[config.mk]
export PLATFORM = sky130hd
export DESIGN_NAME = eth_prbs_popcount
export DESIGN_NICKNAME = d
export VERILOG_FILES = /design/src/rtl/eth_prbs_popcount.sv
export SDC_FILE = /design/constraint.sdc
export NUM_CORES = 1
export LEC_CHECK = 0
export BUFFER_PORTS_ARGS = -buffer_cell sky130_fd_sc_hd__buf_2
export CORE_ASPECT_RATIO = 1.5
export CORE_UTILIZATION = 45
export DETAILED_ROUTE_END_ITERATION = 16
export GPL_ROUTABILITY_DRIVEN = 0
export GPL_TIMING_DRIVEN = 0
export PLACE_DENSITY = 0.81
export SLEW_MARGIN = 0
export SYNTH_ARGS = -nofsm -noshare
export SYNTH_HDL_FRONTEND = slang
export SYNTH_SLANG_ARGS = --single-unit
[constraint.sdc]
create_clock -name vclk -period 17.5
set_input_delay 5.25 -clock vclk [all_inputs]
set_output_delay 5.25 -clock vclk [all_outputs]
set_load 0.02 [all_outputs]
[src/rtl/eth_prbs_popcount.sv]
`default_nettype none
// =============================================================================
//  Module      : eth_prbs_popcount
//  Description : Combinational population count of an error vector.
//  Revision    : 1.0
// =============================================================================
module eth_prbs_popcount #(
    parameter int DATA_WIDTH = 64,
    parameter int POP_WIDTH  = $clog2(DATA_WIDTH + 1)
) (
    input  logic [DATA_WIDTH-1:0] i_data,
    output logic [POP_WIDTH-1:0]  o_count
);

    always_comb begin
        o_count = '0;
        for (int i = 0; i < DATA_WIDTH; i++) begin
            o_count = o_count + POP_WIDTH'(i_data[i]);
        end
    end

endmodule
`default_nettype wire

==> results.md <==
- Hold path depth: 3
- Yosys cell types: 19
- Routed WL: between 2000 and 3000 um
- Routed len/inst: about 9.2 um
- Period utilisation layout: 0.924
- Crit-path slowest cell: fa_1
- Most frequent standard cell in the layout excluding fill and tap cells: inv_1
- Total global routing overflow: 0
- Vias per cell: between 4 and 5
- Minimum clock period: 16.17 ns
- Number of port buffers: between 70 and 80
- Synth area leaders: fa_1 63%, inv_1 18%, ha_1 11%
- Fillers: approximately 340
- Final hold vios: 0
- Delay-heaviest family, CP: adder cells
- GRT Util Overall: 0.139
- Initial antenna violation count: 0
- DRT iter0 DRCs: 5
- Final Slew Violations: 0
- Vias: 1270
- Kind of critical path: in2out
- Leading area contributor after synthesis: fa_1
- WL met1: about 890 um
- Synth-to-layout area growth: 23.7%
- Met3 WL: roughly 160 um
- Vias in the first global route: about 1300
- Post-Syn Area: approximately 0.0017 mm2
- Post-cts sizing count: 0
- Layout cell share with drive strength beyond 1: 0.305
- Core Area: between 0.003 and 0.004 mm2
- Highest metal used: met3
- Die area: between 0.004 and 0.005 mm2
- Synth top area share: 0.625
- Reg area: 0 um2
- Seq/Total Area, Yosys: 0
- Row cnt: 27
- Slew HR: 0.778
- Pin count of the biggest net entering global routing: 6
- Startpoint Class: input pin
- First-pass GRT wire length: ~4500 um
- Status: finished, final reports clean
- Clkbuf count: 0
- Worst-Margin Slew: between 0.3 and 0.4 ns
- Crit path DAT: 10.92 ns
- Final #Nets: around 380
- Met2 WL: 1570 um
- MaxCap Viol Count: 0
- Area of the multi-input gates: around 0.0014 mm2
- HPWL Detailed: 2670 um
- Setup crit end kind: output pin
- Drc violations: 0
- Crit Path Max Fanout: 3
- Hold Crit Class: in2out
- Crit path buffers/inverters: 8
- Yosys warns: 0
- Die Ht: 77.9 um
- Hold-fix buffers, CTS: 0
- Total Negative Setup Slacks: 0 ns
- Crit-path cells: buf_2 > fa_1 > inv_1 > fa_1 > inv_1 > fa_1 > inv_1 > fa_1 > inv_1 > fa_1 > inv_1 > fa_1 > fa_1 > fa_1 > inv_1 > ha_1 > fa_1 > a211o_2 > a21oi_1 > o21bai_1 > buf_2
- Num sequential: 0
- Post-synthesis average cell area: 10.1 um2
- Post-Syn Instances: about 170
- CP max stage delay: 0.52 ns
- Initial Utilization: 0.470
- Die width: between 50 and 60 um
- Final Setup Violations: 0
- Antenna-violating nets left: 0
- Fmax: 61.9 MHz
- TritonRoute pass-1 iters: 4
- RSZ-0062 raised after global routing: false
- Number of setup buffers added after CTS: 0
- Number of antenna diodes: 0
- I/O pins: ~70
- Hold Path End: o_count[0]
- Syn_nets: 305
- Critical path's most frequent cell: fa_1
- CP Data Required Time: between 10 and 15 ns
- HP Start: i_data[2]
- Most frequent cells in the layout: 84 x inv_1, 71 x buf_2, 54 x fa_1, 15 x ha_1, 3 x a21oi_1
[cell type report]
| type | count | area share |
|---|---|---|
| Multi-Input combinational cell | 88 | 0.661 |
| Tap cell | 43 | 0.0252 |
| Timing Repair Buffer | 71 | 0.166 |
| Inverter | 84 | 0.147 |
[kinds of logic after synthesis]
logic type | Yosys count | share of synthesized area
xor gates and xnor gates | 2 | 0.0101
buffers and inverters | 84 | 0.182
and+or+nand+nor | 3 | 0.0116
AOI/OAI and AO/OA | 14 | 0.0622
adders and majority gates | 69 | 0.734
[routing by layer]
layer  vias to the layer above  GRT usage
li1                        612          -
met1                       615      0.133
met2                        43      0.309
met3                         0    0.00588
met4                         0          0
met5                         -          0
[synthesized netlist by cell type]
library cell	instances
o21bai_1	1
fa_1	54
a21o_1	1
inv_1	84
nand3b_1	1
a211o_2	1
a2111oi_1	1
a21o_2	1
o21ai_2	1
a21oi_1	3
o21a_1	1
o31ai_1	1
nor2_1	1
a211oi_1	2
nor4b_1	1
xnor2_1	1
xor2_1	1
o211a_1	1
ha_1	15
[worst max-delay path by stage]
stage,endpoint,depth (start not counted),from
after global placement,o_count[6],21,i_data[53]
after floorplan,o_count[5],16,i_data[17]
final,o_count[6],21,i_data[53]
after CTS,o_count[6],21,i_data[53]
after global routing,o_count[6],21,i_data[53]
after detailed placement,o_count[6],21,i_data[53]
[worst min-delay path, cell delays in order]
cell	delay, ns
buf_2	0.08
ha_1	0.11
buf_2	0.15
[metrics by stage]
step | cell area (um2) | hold WS [ns] | worst slack [ns] | instances | utilization
2_1_floorplan | 1730 | 10.71 | 1.38 | 172 | -
3_3_place_gp | 2140 | 10.84 | 1.37 | 286 | 0.581
3_5_place_dp | 2140 | 10.84 | 1.29 | 286 | 0.581
4_1_cts | 2140 | 10.84 | 1.29 | 286 | 0.581
5_1_grt | 2140 | 10.87 | 1.10 | 286 | 0.581
6_report | 2140 | 10.84 | 1.33 | 286 | 0.581
Power is left out: the tool's default activity adds up to more than one toggle a clock period on the data nets, which glitch-free logic cannot reach.
